$ cat src/rtl/qerv_ibus_prefetch_pkg.sv
// Shared definitions for the ibus prefetcher: FSM states, word step, address helper.
package qerv_ibus_prefetch_pkg;

   typedef enum logic [1:0] {
      S_IDLE  = 2'd0,
      S_FETCH = 2'd1,
      S_PREF  = 2'd2,
      S_STALL = 2'd3
   } pf_state_e;

   localparam logic [31:0] WORD_INC = 32'd4;

   // Word-aligned successor address, wraps mod 2^32.
   function automatic logic [31:0] next_word(input logic [31:0] adr);
      return {adr[31:2], 2'b00} + WORD_INC;
   endfunction

endpackage

$ cat src/rtl/qerv_ibus_pf_buf.sv
// Single-entry prefetch buffer: tag/data/valid with hit compare.
// Flush clears valid and masks a same-cycle hit; flush beats fill.
module qerv_ibus_pf_buf #(
   parameter string RESET_STRATEGY = "MINI"
) (
   input  logic        clk_i,
   input  logic        rst_i,
   input  logic        fill_i,
   input  logic [29:0] fill_tag_i,
   input  logic [31:0] fill_data_i,
   input  logic        flush_i,
   input  logic [29:0] lookup_tag_i,
   output logic        hit_o,
   output logic [31:0] data_o
);
   import qerv_ibus_prefetch_pkg::*;

   localparam bit RST_EN = (RESET_STRATEGY != "NONE");

   logic        valid_q, valid_d;
   logic [29:0] tag_q;
   logic [31:0] data_q;

   // Valid next-state: flush has priority over fill.
   always_comb begin
      valid_d = valid_q;
      if (flush_i)
         valid_d = 1'b0;
      else if (fill_i)
         valid_d = 1'b1;
   end

   // Valid register, the only resettable state here.
   always_ff @(posedge clk_i) begin
      if (RST_EN && rst_i)
         valid_q <= 1'b0;
      else
         valid_q <= valid_d;
   end

   // Tag/data storage, loaded on fill only.
   always_ff @(posedge clk_i) begin
      if (fill_i) begin
         tag_q  <= fill_tag_i;
         data_q <= fill_data_i;
      end
   end

   assign hit_o  = valid_q && (tag_q == lookup_tag_i) && !flush_i;
   assign data_o = data_q;

endmodule

$ cat src/rtl/qerv_ibus_prefetch.sv
// Sequential instruction prefetcher between core ibus and instruction memory.
// Optional QERV_IBUS_PF_STATS_EN adds o_hit_cnt/o_miss_cnt counters.
module qerv_ibus_prefetch #(
   parameter string RESET_STRATEGY = "MINI",
   parameter int    PREFETCH       = 1
) (
   input  logic        clk,
   input  logic        i_rst,
   input  logic [31:0] i_ibus_adr,
   input  logic        i_ibus_cyc,
   output logic [31:0] o_ibus_rdt,
   output logic        o_ibus_ack,
   input  logic        i_flush,
   output logic [31:0] o_mem_adr,
   output logic        o_mem_cyc,
   input  logic [31:0] i_mem_rdt,
   input  logic        i_mem_ack
`ifdef QERV_IBUS_PF_STATS_EN
   ,
   output logic [31:0] o_hit_cnt,
   output logic [31:0] o_miss_cnt
`endif
);
   import qerv_ibus_prefetch_pkg::*;

   localparam bit RST_EN = (RESET_STRATEGY != "NONE");
   localparam bit PF_EN  = (PREFETCH != 0);

   pf_state_e   state_q, state_d;
   logic        mem_cyc_q, mem_cyc_d;
   logic [31:0] mem_adr_q, mem_adr_d;
   logic        ack_q, ack_d;
   logic [31:0] rdt_q, rdt_d;

   logic        buf_fill;
   logic        buf_hit;
   logic [31:0] buf_data;
   logic        cnt_hit, cnt_miss;

   logic        cyc_eff;
   logic        adr_match;
   logic [31:0] core_word;

   logic        unused_adr_lsb;
   assign unused_adr_lsb = ^i_ibus_adr[1:0];

   // Core keeps cyc high during our ack cycle; that request is already served.
   assign cyc_eff   = i_ibus_cyc && !ack_q;
   assign adr_match = (i_ibus_adr[31:2] == mem_adr_q[31:2]);
   assign core_word = {i_ibus_adr[31:2], 2'b00};

   qerv_ibus_pf_buf #(
      .RESET_STRATEGY (RESET_STRATEGY)
   ) u_buf (
      .clk_i        (clk),
      .rst_i        (i_rst),
      .fill_i       (buf_fill),
      .fill_tag_i   (mem_adr_q[31:2]),
      .fill_data_i  (i_mem_rdt),
      .flush_i      (i_flush),
      .lookup_tag_i (i_ibus_adr[31:2]),
      .hit_o        (buf_hit),
      .data_o       (buf_data)
   );

   // Next-state and output logic for the fetch/prefetch FSM.
   always_comb begin
      state_d   = state_q;
      mem_cyc_d = mem_cyc_q;
      mem_adr_d = mem_adr_q;
      ack_d     = 1'b0;
      rdt_d     = rdt_q;
      buf_fill  = 1'b0;
      cnt_hit   = 1'b0;
      cnt_miss  = 1'b0;
      unique case (state_q)
         S_IDLE: begin
            if (cyc_eff) begin
               mem_cyc_d = 1'b1;
               if (PF_EN && buf_hit) begin
                  ack_d     = 1'b1;
                  rdt_d     = buf_data;
                  mem_adr_d = next_word(core_word);
                  state_d   = S_PREF;
                  cnt_hit   = 1'b1;
               end else begin
                  mem_adr_d = core_word;
                  state_d   = S_FETCH;
                  cnt_miss  = 1'b1;
               end
            end
         end
         S_FETCH: begin
            if (i_mem_ack) begin
               ack_d = 1'b1;
               rdt_d = i_mem_rdt;
               if (PF_EN) begin
                  mem_adr_d = next_word(mem_adr_q);
                  state_d   = S_PREF;
               end else begin
                  mem_cyc_d = 1'b0;
                  state_d   = S_IDLE;
               end
            end
         end
         S_PREF: begin
            if (i_mem_ack) begin
               if (!i_flush && cyc_eff && adr_match) begin
                  buf_fill  = 1'b1;
                  ack_d     = 1'b1;
                  rdt_d     = i_mem_rdt;
                  mem_adr_d = next_word(mem_adr_q);
                  cnt_hit   = 1'b1;
               end else if (cyc_eff) begin
                  buf_fill  = !i_flush;
                  mem_adr_d = core_word;
                  state_d   = S_FETCH;
                  cnt_miss  = 1'b1;
               end else begin
                  buf_fill  = !i_flush;
                  mem_cyc_d = 1'b0;
                  state_d   = S_IDLE;
               end
            end else if (i_flush || (cyc_eff && !adr_match)) begin
               // Wishbone cycle cannot be aborted: drain and discard.
               state_d = S_STALL;
            end
         end
         S_STALL: begin
            if (i_mem_ack) begin
               if (cyc_eff) begin
                  mem_adr_d = core_word;
                  state_d   = S_FETCH;
                  cnt_miss  = 1'b1;
               end else begin
                  mem_cyc_d = 1'b0;
                  state_d   = S_IDLE;
               end
            end
         end
         default: begin
            mem_cyc_d = 1'b0;
            state_d   = S_IDLE;
         end
      endcase
   end

   // Control registers with reset.
   always_ff @(posedge clk) begin
      if (RST_EN && i_rst) begin
         state_q   <= S_IDLE;
         mem_cyc_q <= 1'b0;
         ack_q     <= 1'b0;
      end else begin
         state_q   <= state_d;
         mem_cyc_q <= mem_cyc_d;
         ack_q     <= ack_d;
      end
   end

   // Datapath registers, never reset.
   always_ff @(posedge clk) begin
      mem_adr_q <= mem_adr_d;
      rdt_q     <= rdt_d;
   end

   assign o_mem_adr  = mem_adr_q;
   assign o_mem_cyc  = mem_cyc_q;
   assign o_ibus_ack = ack_q;
   assign o_ibus_rdt = rdt_q;

`ifdef QERV_IBUS_PF_STATS_EN
   logic [31:0] hit_cnt_q, miss_cnt_q;

   // Hit/miss event counters, wrap at 2^32.
   always_ff @(posedge clk) begin
      if (RST_EN && i_rst) begin
         hit_cnt_q  <= '0;
         miss_cnt_q <= '0;
      end else begin
         if (cnt_hit)
            hit_cnt_q <= hit_cnt_q + 32'd1;
         if (cnt_miss)
            miss_cnt_q <= miss_cnt_q + 32'd1;
      end
   end

   assign o_hit_cnt  = hit_cnt_q;
   assign o_miss_cnt = miss_cnt_q;
`else
   logic unused_stats;
   assign unused_stats = cnt_hit ^ cnt_miss;
`endif

endmodule

$ cat config.mk
export PLATFORM = sky130hd
export DESIGN_NAME = qerv_ibus_prefetch
export DESIGN_NICKNAME = d
export VERILOG_FILES = /design/src/rtl/qerv_ibus_prefetch_pkg.sv /design/src/rtl/qerv_ibus_pf_buf.sv /design/src/rtl/qerv_ibus_prefetch.sv
export SDC_FILE = /design/constraint.sdc
export NUM_CORES = 1
export LEC_CHECK = 0
export ABC_AREA = 0
export CAP_MARGIN = 20
export CORE_UTILIZATION = 60
export CTS_BUF_LIST = sky130_fd_sc_hd__clkbuf_2 sky130_fd_sc_hd__clkbuf_4 sky130_fd_sc_hd__clkbuf_8
export DETAILED_ROUTE_END_ITERATION = 16
export DONT_BUFFER_PORTS = 1
export PLACE_DENSITY = 0.76
export SYNTH_ARGS = -nofsm -noshare
export SYNTH_HDL_FRONTEND = slang
export SYNTH_SLANG_ARGS = --single-unit
$ cat constraint.sdc
create_clock -name clk -period 5.9 [get_ports clk]
set_clock_uncertainty 0.1 [all_clocks]
set_input_delay 0.59 -clock clk [delete_from_list [all_inputs] [get_ports clk]]
set_output_delay 0.59 -clock clk [all_outputs]
set_load 0.02 [all_outputs]
## After elaboration in Yosys (flattened, before gate mapping)

Cells that the tools add are included.

| operators by class | value |
|---|---|
| add/subtract/negate cells | 2 |
| eq/ne operators | 14 |
| mux-type cells | 38 |
| bitwise logic cells | 1 |
| reduce and logical (&&, ||, !) cells | 17 |

Operators with widths:

| kind | number |
|---|---|
| 32-bit two-way mux | 12 |
| 32-bit one-hot mux with 4 select lines | 1 |
| 32-bit one-hot mux with 3 select lines | 1 |
| 32-bit by 3-bit adder with 32-bit output (second input constant) | 2 |
| 30-bit == test | 2 |
| 1-bit two-way mux | 14 |
| 2-bit two-way mux | 7 |
| 2-bit inequality test (second input constant) | 7 |
| 5-bit AND reduction | 2 |
| 2-bit one-hot mux with 4 select lines | 1 |
| 1-bit logical AND | 6 |
| 3-bit inequality test (second input constant) | 2 |
| 1-bit one-hot mux with 3 select lines | 2 |
| 6-bit AND reduction | 1 |
| 2-bit == test (second input constant) | 2 |
| 4-bit AND reduction | 1 |
| 1-bit zero test | 3 |
| 3-bit nonzero test | 1 |
| 2-bit by 1-bit == test with 1-bit output (second input constant) | 1 |
| 2-bit zero test | 1 |
| 2-bit OR reduction | 1 |
| 1-bit logical OR | 1 |
| 1-bit NOT | 1 |

| word-level totals | value |
|---|---|
| register bits after elaboration | 131 |
| bits of input ports | 69 |
| word-level logic and storage cells | 80 |

## Logic depth before layout (Yosys ltp)

| depth | value |
|---|---|
| depth after elaboration | 7 |
| mapped depth | 10 |
| gate-level depth less buffers | 8 |

## Modules after synthesis

A second synthesis with hierarchy kept.

| unflattened totals | value |
|---|---|
| cell total of the unflattened synthesis | 621 |
| area, all modules | 7,243.2 um^2 |

Modules (own cells, without submodules):

| module | instances | cells an instance | area each (um^2) | seq. area each (um^2) |
|---|---|---|---|---|
| qerv_ibus_prefetch | 1 | 515 | 5,014.8 | 2,001.9 |
| qerv_ibus_pf_buf | 1 | 106 | 2,228.4 | 1,881.8 |

## Worst setup path before layout

OpenSTA, ideal clock, no wires.

| timing path | value |
|---|---|
| path type | input to register |
| start | input port i_ibus_adr[22] |
| end | register rdt_q[0] (netlist: o_ibus_rdt[0]) (enable) |
| data arrival time | 4.391 ns |
| data required time | 5.339 ns |
| slack | 0.948 ns |
| cell stages on the path | 9 |
| cell sequence | clkbuf_1 -> xor2_1 -> nor4_2 -> nand4_1 -> or3_1 -> clkbuf_1 -> o21ai_0 -> nand2_1 -> nor3_1 |

| on the way | value |
|---|---|
| longest elaborated chain between the ends | 5 |
| elaborated cells on any way between the ends | 8 |
| those cells by class | 4 x eq/ne; 4 x reduce/logical |

RTL lines:

| element | RTL line | text |
|---|---|---|
| start, declared | qerv_ibus_prefetch.sv:9 | `input logic [31:0] i_ibus_adr,` |
| 30-bit == test | qerv_ibus_pf_buf.sv:49 | `assign hit_o = valid_q && (tag_q == lookup_tag_i) && !flush_i;` |
| 1-bit logical AND (2 in a row) | qerv_ibus_pf_buf.sv:49 |  |
| 2-bit inequality test (no source line) | -- |  |
| 6-bit AND reduction (no source line) * | -- |  |
| end signal, assigned | qerv_ibus_prefetch.sv:164 | `rdt_q <= rdt_d;` |
| end, declared | qerv_ibus_prefetch.sv:33 | `logic [31:0] rdt_q, rdt_d;` |

Mark *: on every way between the ends. The rest lies on a longest branch, timed or not.
A chain may end at the register's enable or synchronous reset.

## Final worst setup path

| timing path | value |
|---|---|
| start | register mem_adr_q[13] (netlist: o_mem_adr[13]) |
| end | register mem_adr_q[14] (netlist: o_mem_adr[14]), data pin |

| on the way | value |
|---|---|
| longest elaborated chain between the ends | 5 |
| elaborated cells on any way between the ends | 7 |
| those cells by class | 1 x add/sub; 1 x eq/ne; 4 x mux; 1 x reduce/logical |

RTL lines:

| element | RTL line | text |
|---|---|---|
| start, declared | qerv_ibus_prefetch.sv:31 | `logic [31:0] mem_adr_q, mem_adr_d;` |
| start signal, assigned | qerv_ibus_prefetch.sv:163 | `mem_adr_q <= mem_adr_d;` |
| branches (longest 4 deep; another with 32-bit by 3-bit adder with 32-bit output) | -- |  |
| 32-bit one-hot mux with 4 select lines * | qerv_ibus_prefetch.sv:76 | `unique case (state_q)` |
| via mem_adr_d[14] | qerv_ibus_prefetch.sv:31 |  |

Mark *: on every way through the listed nets, which the timed path passes. The select of a mux whose other input is x is not followed.

==> impl_metrics.py <==
metrics = {
    "worst_setup_path": {
        "arrival_ns": 4.03,
        "path_max_fanout": 13,
        "timing.rr.start": "o_mem_adr[13]",
        "rrSetupSlack_ns": 2.06,
        "worst-setup-path-type": "flop to flop",
        "cp-end-kind": "flop",
        "r2r-end": "o_mem_adr[14]",
        "required_ns": 6.09,
        "crit_path_start_kind": "flop",
        "rr_worst_depth": 7,
    },
    "pwr": {
        "irDropWorstVdd_v": 0.000460,
        "p_leak_nw": 2.58,
        "powerDensity_mw_per_mm2": 532,
    },
    "detailed_routing": {
        "via_per_inst": 6.87,
        "drtIter0Drc": 894,
        "wl_per_cell_um": 24.2,
        "drt_first_pass_iters": 6,
        "drc": 0,
        "num_vias": 5926,
        "drt-total-wl_um": 20900,
        "antenna_left": 0,
    },
    "placement": {
        "place_ws_ns": 2.23,
        "gp_congestion": 0.942,
        "numPortBuffers": 0,
        "dpl.cell_count": 830,
        "dpl.hpwl_um": 14600,
    },
    "synth": {
        "yosys_most_used_dff": "edfxtp_1",
        "synth.avg_cell_area_sq_um": 10.8,
        "synth-seq-cells": 131,
        "syn_nets": 778,
        "ys_types": 57,
        "ys_async_sr_fraction_pct": 0,
        "synth_edf_count": 126,
        "synthTopCellsByCount": "edfxtp_1 (126), nand2_1 (66), xor2_1 (45)",
        "synthTopCellsByArea": "edfxtp_1 (50%), xor2_1 (5.2%), mux2_2 (5.0%)",
        "synthesis.area_sq_mm": 0.00760,
        "synth_cells": 702,
        "yosysMostFrequentCell": "edfxtp_1",
        "yosysWarnings": 0,
        "yosys.area.top_type_share_pct": 49.8,
        "synth_seq_area_share_pct": 51.1,
        "yosys.area.top_type": "edfxtp_1",
    },
    "die": {
        "fp-row-count": 40,
        "chipWidth_um": 115,
        "io_pins": 135,
        "core-area_sq_mm": 0.0122,
        "fp.dieH_um": 115,
        "start_util_pct": 62.5,
        "dieArea_sq_mm": 0.0131,
    },
    "timing": {
        "relSlewSlack_pct": 31.1,
        "period_minus_slack_ns": 3.84,
        "grt_setup_unrepaired": "false",
        "drv_slew": 0,
        "setup_tns_ns": 0,
        "final.period_utilization_pct": 65.1,
        "hold_violations": 0,
        "setup_viol": 0,
        "whs_ns": 0.0994,
        "fin_ws_ns": 2.06,
        "max_clock_freq_ghz": 0.260,
        "worst_pin_slew_ns": 1.03,
    },
    "clock_network": {
        "cts_tree": "built",
        "ctsResizeCount": 0,
        "holdBufCountCts": 0,
        "cts_buffers": 17,
        "h-tree-depth": 4,
        "cts.clk_slew.worst_paths_ns": 0.08,
        "cts_setup_buffers": 0,
        "clk_latency_ns": 0.45,
        "root_buffer": "clkbuf_8",
        "clock_path_buffers": 2,
        "numClockSinks": 131,
    },
    "outcome": {
        "status": "complete, no violations",
    },
    "layout": {
        "area_growth_pct": 5.47,
        "n_fill_cell": 930,
        "drive_above_1_share_pct": 13.5,
        "nNetsFinal": 757,
        "final_cells": 862,
        "num_antenna_cells": 0,
    },
    "grt": {
        "grt_start_max_net_pins": 61,
        "antenna_found_initial": 0,
        "grt_usage_pct": 33.0,
        "first_global_vias": 5512,
        "grt_pass1_wl_um": 31800,
        "overflow": 0,
    },
    "worst_hold_path": {
        "whs_path_depth": 1,
        "whs_endpoint": "state_q[1]",
        "hold_class": "primary input to flop",
        "min_from": "i_rst",
    },
    "flow_run": {
        "maxCapViolCount": 0,
    },
}
-- worst max path at each step --
stage	from	end	slack, ns	cells after the start
after floorplan	i_ibus_adr[22]	o_ibus_rdt[0]	0.95	9
after global placement	i_ibus_adr[31]	o_mem_adr[23]	2.26	8
after detailed placement	i_ibus_adr[31]	o_ibus_rdt[5]	2.23	8
after CTS	o_mem_adr[13]	o_mem_adr[14]	2.22	7
after global routing	o_mem_adr[13]	o_mem_adr[14]	1.95	7
final	o_mem_adr[13]	o_mem_adr[14]	2.06	7
-- cell families (layout without fill, tap and decap cells) --
| logic type | count (synthesis) | in the layout | share of synthesized area [%] |
|---|---|---|---|
| buffers and inverters | 65 | 57 | 3.89 |
| AND/OR/NAND/NOR | 258 | 258 | 18.4 |
| flip-flops | 131 | 131 | 51.1 |
| multiplexers | 38 | 38 | 5.57 |
| AO/OA/AOI/OAI | 119 | 119 | 10.2 |
| adder cells (fa/ha/maj) | 7 | 7 | 1.15 |
| XOR/XNOR | 84 | 84 | 9.68 |
-- flip-flops by register name, indices dropped and copies added, names as in the netlist --
| name | count |
|---|---|
| o_mem_cyc | 1 |
| u_buf.tag_q | 30 |
| o_mem_adr | 32 |
| u_buf.valid_q | 1 |
| u_buf.data_o | 32 |
| o_ibus_rdt | 32 |
| o_ibus_ack | 1 |
| state_q | 2 |
-- cell usage in the layout (no fill, tap or decap), types with 13 or more instances in the layout --
cell type    n
edfxtp_1   126
nand2_1     66
xor2_1      45
xnor2_1     39
nor2_1      37
mux2_2      34
o21ai_0     32
nand3_1     27
nand4_1     25
a21oi_1     25
nor3_1      20
clkbuf_8    17
inv_1       15
and3_1      13
-- final cells by class --
cell class | count | area (sq um) | share of cell area, %
well taps | 168 | 210 | 2.62
flip-flops and latches | 131 | 3880 | 48.5
clock buffers | 18 | 241 | 3.01
repair buffers | 10 | 75.1 | 0.937
clock inverters | 14 | 106 | 1.33
inverters | 15 | 56.3 | 0.703
multi-input cells | 506 | 3440 | 42.9
-- routing by layer --
metal / wire length (um) / track usage (%) / share of wire, %
met3: 2810 / 10.4 / 13
met5: 0 / 0 / 0
met2: 9340 / 48.8 / 45
met4: 805 / 15.2 / 3.9
met1: 7930 / 44.4 / 38
-- critical path, cell delays in order (launching register included) --
cell and delay, ns:
edfxtp_1 0.63, xnor2_1 0.36, nand4_1 0.21, nor4_1 0.65, a31oi_2 0.49, nor2_1 0.86
a222oi_1 0.20, o21ai_0 0.14
-- power breakdown --
part           switching, W  internal [W]  total [W]
registers          0.000657       0.00150    0.00216
clock network      0.000376      0.000299   0.000675
logic              0.000888      0.000539    0.00143
total               0.00192       0.00234    0.00426
-- through the flow --
step,area [sq um],total power (W),utilization (%)
5_1_grt,8010,0.00447,65.9
4_1_cts,8010,0.00424,65.9
2_1_floorplan,7600,0.00315,-
3_5_place_dp,7670,0.00356,63.0
6_report,8010,0.00426,65.9
3_3_place_gp,7670,0.00349,63.0
(Power assumes the default switching activity.)
